## src/rtl/uart_alu_bridge.sv

```systemverilog
// uart_alu_bridge: assembles an opcode + two NB_DATA-bit operands from UART
// bytes (LSB first), drives the ALU, and streams the result back one byte per
// transmitter handshake. Adds inter-byte timeout and opcode validation.
// Optional feature macro: UART_ALU_BRIDGE_ERR_RESP_EN -- when defined, errors
// (bad opcode or timeout) also transmit a single 0xEE byte.
module uart_alu_bridge #(
    parameter int unsigned NB_DATA        = 16,
    parameter int unsigned NB_ALU_OP      = 6,
    parameter int unsigned TIMEOUT_CYCLES = 1_000_000
) (
    input  logic                 i_clk,
    input  logic                 i_reset,
    input  logic                 i_rx_done,
    input  logic [7:0]           i_rx_data,
    input  logic                 i_tx_done,
    input  logic [NB_DATA-1:0]   i_alu_data_out,
    output logic [7:0]           o_tx_data,
    output logic                 o_tx_start,
    output logic [NB_ALU_OP-1:0] o_alu_op,
    output logic [NB_DATA-1:0]   o_alu_data_A,
    output logic [NB_DATA-1:0]   o_alu_data_B,
    output logic                 o_busy,
    output logic                 o_err
);

    localparam int unsigned NBYTES   = NB_DATA / 8;
    localparam int unsigned IDXW     = $clog2(NBYTES) + 1;
    localparam int unsigned TMO_W    = (TIMEOUT_CYCLES < 2) ? 1 : $clog2(TIMEOUT_CYCLES);
    // Counter holds (cycles since last byte - 1); the decision is taken one
    // edge early so the registered o_err lands exactly TIMEOUT_CYCLES later.
    localparam int unsigned TMO_LAST = (TIMEOUT_CYCLES < 2) ? 0 : TIMEOUT_CYCLES - 2;
    localparam logic [IDXW-1:0] IDX_LAST = IDXW'(NBYTES - 1);
    localparam logic [7:0]      OP_MASK  = 8'((1 << NB_ALU_OP) - 1);
    localparam logic [7:0]      ERR_BYTE = 8'hEE;

    typedef enum logic [2:0] {
        S_IDLE,
        S_RX_A,
        S_RX_B,
        S_EXEC,
        S_TX_LOAD,
        S_TX_WAIT,
        S_ERR
    } state_t;

    state_t               r_state;
    logic [IDXW-1:0]      r_idx;
    logic [TMO_W-1:0]     r_tmo_cnt;
    logic [NB_ALU_OP-1:0] r_alu_op;
    logic [NB_DATA-1:0]   r_data_a;
    logic [NB_DATA-1:0]   r_data_b;
    logic [NB_DATA-1:0]   r_result;
    logic [7:0]           r_tx_data;
    logic                 r_tx_start;
    logic                 r_busy;
    logic                 r_err;

    logic w_op_ok;
    logic w_in_rx;
    logic w_tmo_hit;

    // Select byte lane idx of a data word.
    function automatic logic [7:0] byte_sel(input logic [NB_DATA-1:0] v,
                                            input logic [IDXW-1:0]    idx);
        logic [7:0] b;
        b = 8'h00;
        for (int i = 0; i < int'(NBYTES); i++) begin
            if (idx == IDXW'(i)) b = v[i*8 +: 8];
        end
        return b;
    endfunction

    // Replace byte lane idx of a data word.
    function automatic logic [NB_DATA-1:0] lane_write(input logic [NB_DATA-1:0] v,
                                                      input logic [IDXW-1:0]    idx,
                                                      input logic [7:0]         d);
        logic [NB_DATA-1:0] r;
        r = v;
        for (int i = 0; i < int'(NBYTES); i++) begin
            if (idx == IDXW'(i)) r[i*8 +: 8] = d;
        end
        return r;
    endfunction

    // Opcode check, receive-phase flag and timeout expiry (a byte always wins).
    always_comb begin
        w_op_ok   = (i_rx_data & ~OP_MASK) == 8'h00;
        w_in_rx   = (r_state == S_RX_A) || (r_state == S_RX_B);
        w_tmo_hit = (TIMEOUT_CYCLES != 0) && w_in_rx && !i_rx_done &&
                    (r_tmo_cnt == TMO_W'(TMO_LAST));
    end

    // Inter-byte timeout counter; cleared by any byte, any state change, or outside RX.
    always_ff @(posedge i_clk or negedge i_reset) begin
        if (!i_reset) begin
            r_tmo_cnt <= '0;
        end else if ((TIMEOUT_CYCLES != 0) && w_in_rx && !i_rx_done && !w_tmo_hit) begin
            r_tmo_cnt <= r_tmo_cnt + TMO_W'(1);
        end else begin
            r_tmo_cnt <= '0;
        end
    end

    // Frame assembly, execute and transmit sequencing with registered outputs.
    always_ff @(posedge i_clk or negedge i_reset) begin
        if (!i_reset) begin
            r_state    <= S_IDLE;
            r_idx      <= '0;
            r_alu_op   <= '0;
            r_data_a   <= '0;
            r_data_b   <= '0;
            r_result   <= '0;
            r_tx_data  <= '0;
            r_tx_start <= 1'b0;
            r_busy     <= 1'b0;
            r_err      <= 1'b0;
        end else begin
            r_tx_start <= 1'b0;
            r_err      <= 1'b0;
            if (w_tmo_hit) begin
                // Partial frame is discarded; opcode/operands keep their values.
                r_err <= 1'b1;
                r_idx <= '0;
`ifdef UART_ALU_BRIDGE_ERR_RESP_EN
                r_state    <= S_ERR;
                r_tx_data  <= ERR_BYTE;
                r_tx_start <= 1'b1;
`else
                r_state <= S_IDLE;
                r_busy  <= 1'b0;
`endif
            end else begin
                case (r_state)
                    S_IDLE: begin
                        if (i_rx_done) begin
                            r_busy <= 1'b1;
                            if (w_op_ok) begin
                                r_alu_op <= i_rx_data[NB_ALU_OP-1:0];
                                r_data_a <= '0;
                                r_data_b <= '0;
                                r_idx    <= '0;
                                r_state  <= S_RX_A;
                            end else begin
                                r_err   <= 1'b1;
                                r_state <= S_ERR;
`ifdef UART_ALU_BRIDGE_ERR_RESP_EN
                                r_tx_data  <= ERR_BYTE;
                                r_tx_start <= 1'b1;
`endif
                            end
                        end
                    end
                    S_RX_A: begin
                        if (i_rx_done) begin
                            r_data_a <= lane_write(r_data_a, r_idx, i_rx_data);
                            if (r_idx == IDX_LAST) begin
                                r_idx   <= '0;
                                r_state <= S_RX_B;
                            end else begin
                                r_idx <= r_idx + IDXW'(1);
                            end
                        end
                    end
                    S_RX_B: begin
                        if (i_rx_done) begin
                            r_data_b <= lane_write(r_data_b, r_idx, i_rx_data);
                            if (r_idx == IDX_LAST) begin
                                r_idx   <= '0;
                                r_state <= S_EXEC;
                            end else begin
                                r_idx <= r_idx + IDXW'(1);
                            end
                        end
                    end
                    S_EXEC: begin
                        // First result byte is taken straight from the ALU while it is captured.
                        r_result   <= i_alu_data_out;
                        r_tx_data  <= i_alu_data_out[7:0];
                        r_tx_start <= 1'b1;
                        r_idx      <= '0;
                        r_state    <= S_TX_LOAD;
                    end
                    S_TX_LOAD: begin
                        r_state <= S_TX_WAIT;
                    end
                    S_TX_WAIT: begin
                        if (i_tx_done) begin
                            if (r_idx == IDX_LAST) begin
                                r_idx   <= '0;
                                r_busy  <= 1'b0;
                                r_state <= S_IDLE;
                            end else begin
                                r_idx      <= r_idx + IDXW'(1);
                                r_tx_data  <= byte_sel(r_result, r_idx + IDXW'(1));
                                r_tx_start <= 1'b1;
                                r_state    <= S_TX_LOAD;
                            end
                        end
                    end
                    S_ERR: begin
`ifdef UART_ALU_BRIDGE_ERR_RESP_EN
                        if (i_tx_done) begin
                            r_busy  <= 1'b0;
                            r_state <= S_IDLE;
                        end
`else
                        r_busy  <= 1'b0;
                        r_state <= S_IDLE;
`endif
                    end
                    default: begin
                        r_busy  <= 1'b0;
                        r_state <= S_IDLE;
                    end
                endcase
            end
        end
    end

    assign o_tx_data    = r_tx_data;
    assign o_tx_start   = r_tx_start;
    assign o_alu_op     = r_alu_op;
    assign o_alu_data_A = r_data_a;
    assign o_alu_data_B = r_data_b;
    assign o_busy       = r_busy;
    assign o_err        = r_err;

endmodule
```

## config.mk

```make
export PLATFORM = sky130hd
export DESIGN_NAME = uart_alu_bridge
export DESIGN_NICKNAME = d
export VERILOG_FILES = /design/src/rtl/uart_alu_bridge.sv
export SDC_FILE = /design/constraint.sdc
export NUM_CORES = 1
export LEC_CHECK = 0
export BUFFER_PORTS_ARGS = -buffer_cell sky130_fd_sc_hd__buf_2
export CAP_MARGIN = 10
export CELL_PAD_IN_SITES_DETAIL_PLACEMENT = 1
export CELL_PAD_IN_SITES_GLOBAL_PLACEMENT = 2
export CORE_AREA = 3 3 108 110
export DETAILED_ROUTE_END_ITERATION = 6
export DIE_AREA = 0 0 111 113
export PLACE_DENSITY_LB_ADDON = 0.1
export SLEW_MARGIN = 25
export SYNTH_ARGS = -nofsm -noshare
export SYNTH_HDL_FRONTEND = slang
export SYNTH_SLANG_ARGS = --single-unit
```

## constraint.sdc

```tcl
create_clock -name i_clk -period 4.9 [get_ports i_clk]
set_input_delay 0.49 -clock i_clk [delete_from_list [all_inputs] [get_ports i_clk]]
set_output_delay 0.49 -clock i_clk [all_outputs]
set_load 0.02 [all_outputs]
```

==> Word level (Yosys, flattened, before mapping) <==
Index checks and enable logic that the tools add are counted.
{ "classes": {"eq_ne": 28, "bitwise_logic": 1, "muxes": 43, "n_reduce_logical": 26, "addsub": 2} }
{ "ops": {"columns": ["operator", "count"], "rows": [
  ["$pmux W16 S2", 2],
  ["$mux W16", 3],
  ["$mux W8", 6],
  ["$reduce_and A6 Y1", 5],
  ["$mux W3", 9],
  ["$add A20 B1 Y20 const B", 1],
  ["$eq A20 B20 Y1 const B", 1],
  ["$mux W20", 1],
  ["$ne A3 B3 Y1 const B", 6],
  ["$pmux W3 S6", 1],
  ["$pmux W8 S2", 1],
  ["$mux W2", 6],
  ["$ne A2 B2 Y1 const B", 6],
  ["$reduce_and A4 Y1", 3],
  ["$mux W1", 11],
  ["$ne A2 B1 Y1 const B", 5],
  ["$logic_not A8 Y1", 1],
  ["$pmux W2 S4", 1],
  ["$eq A3 B2 Y1 const B", 2],
  ["$eq A3 B3 Y1 const B", 2],
  ["$ne A3 B2 Y1 const B", 2],
  ["$reduce_bool A2 Y1", 3],
  ["$reduce_and A5 Y1", 1],
  ["$reduce_bool A5 Y1", 1],
  ["other kinds (15)", 20]
]} }
{ "word_totals": {"wordCells": 113, "register_bits": 90, "inputBits": 28, "out_inout_bits": 49} }

==> Logic depth before layout (Yosys ltp) <==
{ "depth": {"word_depth": 7, "mapped_depth": 8, "ltp_nobuf": 7} }

==> Worst setup path before layout <==
OpenSTA, ideal clock, no wires.
{ "synth_path": {"path_kind": "in2reg", "start": "input i_tx_done", "end": "register r_tx_data[0], in the netlist o_tx_data[0]", "path_buffers": 0, "path_slack_ns": 3.139, "arrival_time_ns": 1.636, "required_ns": 4.775, "stages": 4, "setup_time_ns": 0.125, "path_cell_list": "inv_1 or4_4 a21boi_4 mux2_2"} }
{ "synth_via": {"elab_chain_cells": 2} }
{ "synth_lines": {"columns": ["element", "line", "text"], "rows": [
  ["start, declared", "15", "input logic i_tx_done,"],
  ["$ne A2 B2 Y1 (no source line)", null, null],
  ["$reduce_and A4 Y1 (no source line)", null, null],
  ["end signal, assigned", "178", "r_tx_data <= i_alu_data_out[7:0];"],
  ["end signal, assigned", "194", "r_tx_data <= byte_sel(r_result, r_idx + IDXW'(1));"],
  ["end, declared", "53", "logic [7:0] r_tx_data;"]
]} }
Every way passes these cells.
A chain may end at the register's enable or synchronous reset.

==> Worst setup path after layout <==
{ "layout_path": {"start": "register r_tmo_cnt[0]", "end": "register r_idx[0]"} }
{ "layout_via": {"elab_chain_cells": 4, "word_cells_on_any_way": 9, "classes_between": "eq/ne (5); mux (1); reduce/logical (3)"} }
{ "layout_lines": {"columns": ["element", "line", "text"], "rows": [
  ["start, declared", "48", "logic [TMO_W-1:0] r_tmo_cnt;"],
  ["start signal, assigned", "98", "r_tmo_cnt <= r_tmo_cnt + TMO_W'(1);"],
  ["$eq A20 B20 Y1 *", "90", "(r_tmo_cnt == TMO_W'(TMO_LAST));"],
  ["$logic_and A1 B1 Y1 *", "89", "w_tmo_hit = (TIMEOUT_CYCLES != 0) && w_in_rx && !i_rx_done &&"],
  ["$ne A3 B3 Y1 (no source line) (tied with other cells)", null, null],
  ["$reduce_and A5 Y1 (no source line)", null, null],
  ["end signal, assigned", "160", "r_idx <= r_idx + IDXW'(1);"],
  ["end signal, assigned", "171", "r_idx <= r_idx + IDXW'(1);"],
  ["end signal, assigned", "193", "r_idx <= r_idx + IDXW'(1);"],
  ["end, declared", "47", "logic [IDXW-1:0] r_idx;"]
]} }
Every way passes the cells marked *; elsewhere a longest branch is shown, timed or not.

==> metrics <==
initial core utilization 0.371; Synth area leaders dfrtp_1 (56%), mux2_2 (8.4%), o21ai_0 (5.8%); CP Data Required Time 5.15 ns; Worst Hold Margin 0.101 ns; dpl hpwl 6860 um; Sequential Area 2250 um2; Max clock buf depth 2; via/cell ratio 5.05; all-layer global routing usage 0.163; placed cells 583; Final #Nets 484; Num CTS Buffers 9; WL/cell 16.2 um; DRT Wirelength 9680 um; GRT overflow 0; Worst Path Max Fanout 13; Antenna diodes 0; Mapped Cells 383; reg-to-reg startpoint r_tmo_cnt[0]; Post-synth EDFFs 0; Die Span X 111 um; CP Data Arrival Time 2.62 ns; Fmax 0.423 GHz; final setup vio count 0; flops & latches, synth 90; Synth warnings 0; vias in the first global route 3222; final design area excluding fillers 4690 um2; multi-input logic area 1630 um2; cell row count 38; Setup WS post-layout 2.53 ns; critical path class flop to flop; IO Port Bufs 76; Rel. slew slack 0.427; XOR/XNOR Fraction of Synth Area 0.0394; 1st-iter DRT viols 121; Distinct cells, synth 43; flop-to-flop setup slack 2.53 ns; clk sink count 90; fillers 1235; layout cells sized above 1 0.288; core area 10800 um2; Power Density 580 nW/um2; Hold Crit Class primary input to async pin; root buf cell clkbuf_8; largest net degree at the start of global routing 49; antenna violations before repair 0; max-cap viol count 0; syn_nets 413; Hold Fails Final Rpt 0; final cell count without fillers 599; gpl congestion 0.741; final worst path period need 2.37 ns; unrepaired setup endpoints after global routing no; mux cell area share after synthesis 0.0870; hold_buf cts 0; CTS tree yes; # Post-CTS Setup Buffers 0; simple-gate share of the synthesized area 0.166; most frequent cells in the layout dfrtp_1 (90), buf_2 (75), nand2_1 (58), o21ai_0 (46), nor2_1 (31); first-pass detailed-route iteration total 4; detailed-route DRC error count 0; htree depth 3; most common cell after layout, fill and taps aside dfrtp_1; Syn Std Cell Area 4000 um2; Max Slew Vio Count 0; placed cell area 4490 um2; DIE HEIGHT 113 um; VDD IR max 0.000259 V; Critical R2R Capture r_idx[0]; R2R cell count 8; Final period util 0.483; clk_skew 0.00997 ns; die area 12500 um2; Synth area leader dfrtp_1; Async SR Flop Fraction 1.00; Area Growth Syn to Fin 17.2%; register area share after synthesis 0.563; Skew-Pair Late Insertion Delay 0.36 ns; syn avg cell area 10.4 um2; Ports 77; global-route wire length before repair 16500 um; dpl ws 2.50 ns; setup TNS 0 ns; Post-Synth Adder-Cell Area 0.00626; largest family of logic cells by synthesized area simple AND/OR/NAND/NOR gates; leakage 2.16 nW; Setup crit end kind flop; post_cts resized 0; Worst Tran Pin Value 0.857 ns; Worst-path clk slew 0.09 ns; compound-gate portion of the synthesized area 0.109; critical path launch point type flop; status finished clean; top-area cell type share of the netlist area 0.563; Detail Route Antenna Nets 0; DR vias 3027; ys flop type dfrtp_1
-- cells in the mapped netlist, types with 7 or more instances --
| cell type | n |
|---|---|
| nor2_1 | 31 |
| mux2_2 | 30 |
| nor3_1 | 7 |
| inv_1 | 10 |
| xor2_1 | 12 |
| a22oi_1 | 8 |
| buf_2 | 9 |
| nand2_1 | 58 |
| nand3_1 | 16 |
| dfrtp_1 | 90 |
| o21ai_0 | 46 |
| nand4_1 | 9 |
-- worst max-delay path by stage --
stage	cells past startpoint	to	slack, ns	start
2_1_floorplan	4	o_tx_data[0]	3.14	i_tx_done
3_3_place_gp	8	r_idx[0]	2.55	r_tmo_cnt[0]
3_5_place_dp	8	r_idx[0]	2.50	r_tmo_cnt[0]
4_1_cts	8	r_idx[0]	2.49	r_tmo_cnt[0]
5_1_grt	6	r_idx[0]	2.26	r_state[1]
6_report	8	r_idx[0]	2.53	r_tmo_cnt[0]
-- final cells by class --
class / instances / share of cell area
Clock buffer: 10 / 0.0272
Sequential cell: 90 / 0.481
Tap cell: 140 / 0.0374
Inverter: 11 / 0.00881
Clock inverter: 6 / 0.0139
Timing Repair Buffer: 78 / 0.0849
Multi-Input combinational cell: 264 / 0.347
-- where the power goes --
group | leakage [nW] | switching (W) | internal, W
sequential | 1.17 | 0.000180 | 0.000996
combinational | 0.894 | 0.000615 | 0.000415
clock | 0.0971 | 0.000273 | 0.000238
total | 2.16 | 0.00107 | 0.00165
-- cell families after synthesis --
family | count (synthesis)
adder cells (fa/ha/maj) | 2
XOR/XNOR | 18
AO/OA/AOI/OAI | 72
AND/OR/NAND/NOR | 141
multiplexers | 31
flip-flops | 90
buffers and inverters | 29
-- worst max-delay path, cell delays in order, from the launching register on --
cell      delay (ns)
dfrtp_1         0.44
inv_1           0.08
ha_1            0.14
nor4bb_1        0.27
nand4_1         0.15
o21bai_1        0.57
buf_4           0.32
nand2_1         0.09
a32o_1          0.20
-- metal layers --
| metal | vias up | wire, um | global-route usage |
|---|---|---|---|
| li1 | 1467 | - | - |
| met1 | 1492 | 4470 | 0.207 |
| met2 | 59 | 4690 | 0.280 |
| met3 | 9 | 402 | 0.0401 |
| met4 | 0 | 106 | 0.0468 |
| met5 | - | 0 | 0 |
-- flip-flops by register name, indices dropped and copies added, names as in the netlist --
signal	cells
r_state	3
r_idx	2
o_alu_op	6
o_tx_start	1
o_err	1
o_alu_data_A	16
o_busy	1
o_alu_data_B	16
r_result	16
o_tx_data	8
r_tmo_cnt	20
-- through the flow --
step	utilization	total power, W
after global routing	0.434	0.00294
after global placement	0.416	0.00221
after detailed placement	0.416	0.00225
final	0.434	0.00272
after CTS	0.434	0.00277
after floorplan	-	0.00190
(Power assumes the default switching activity.)
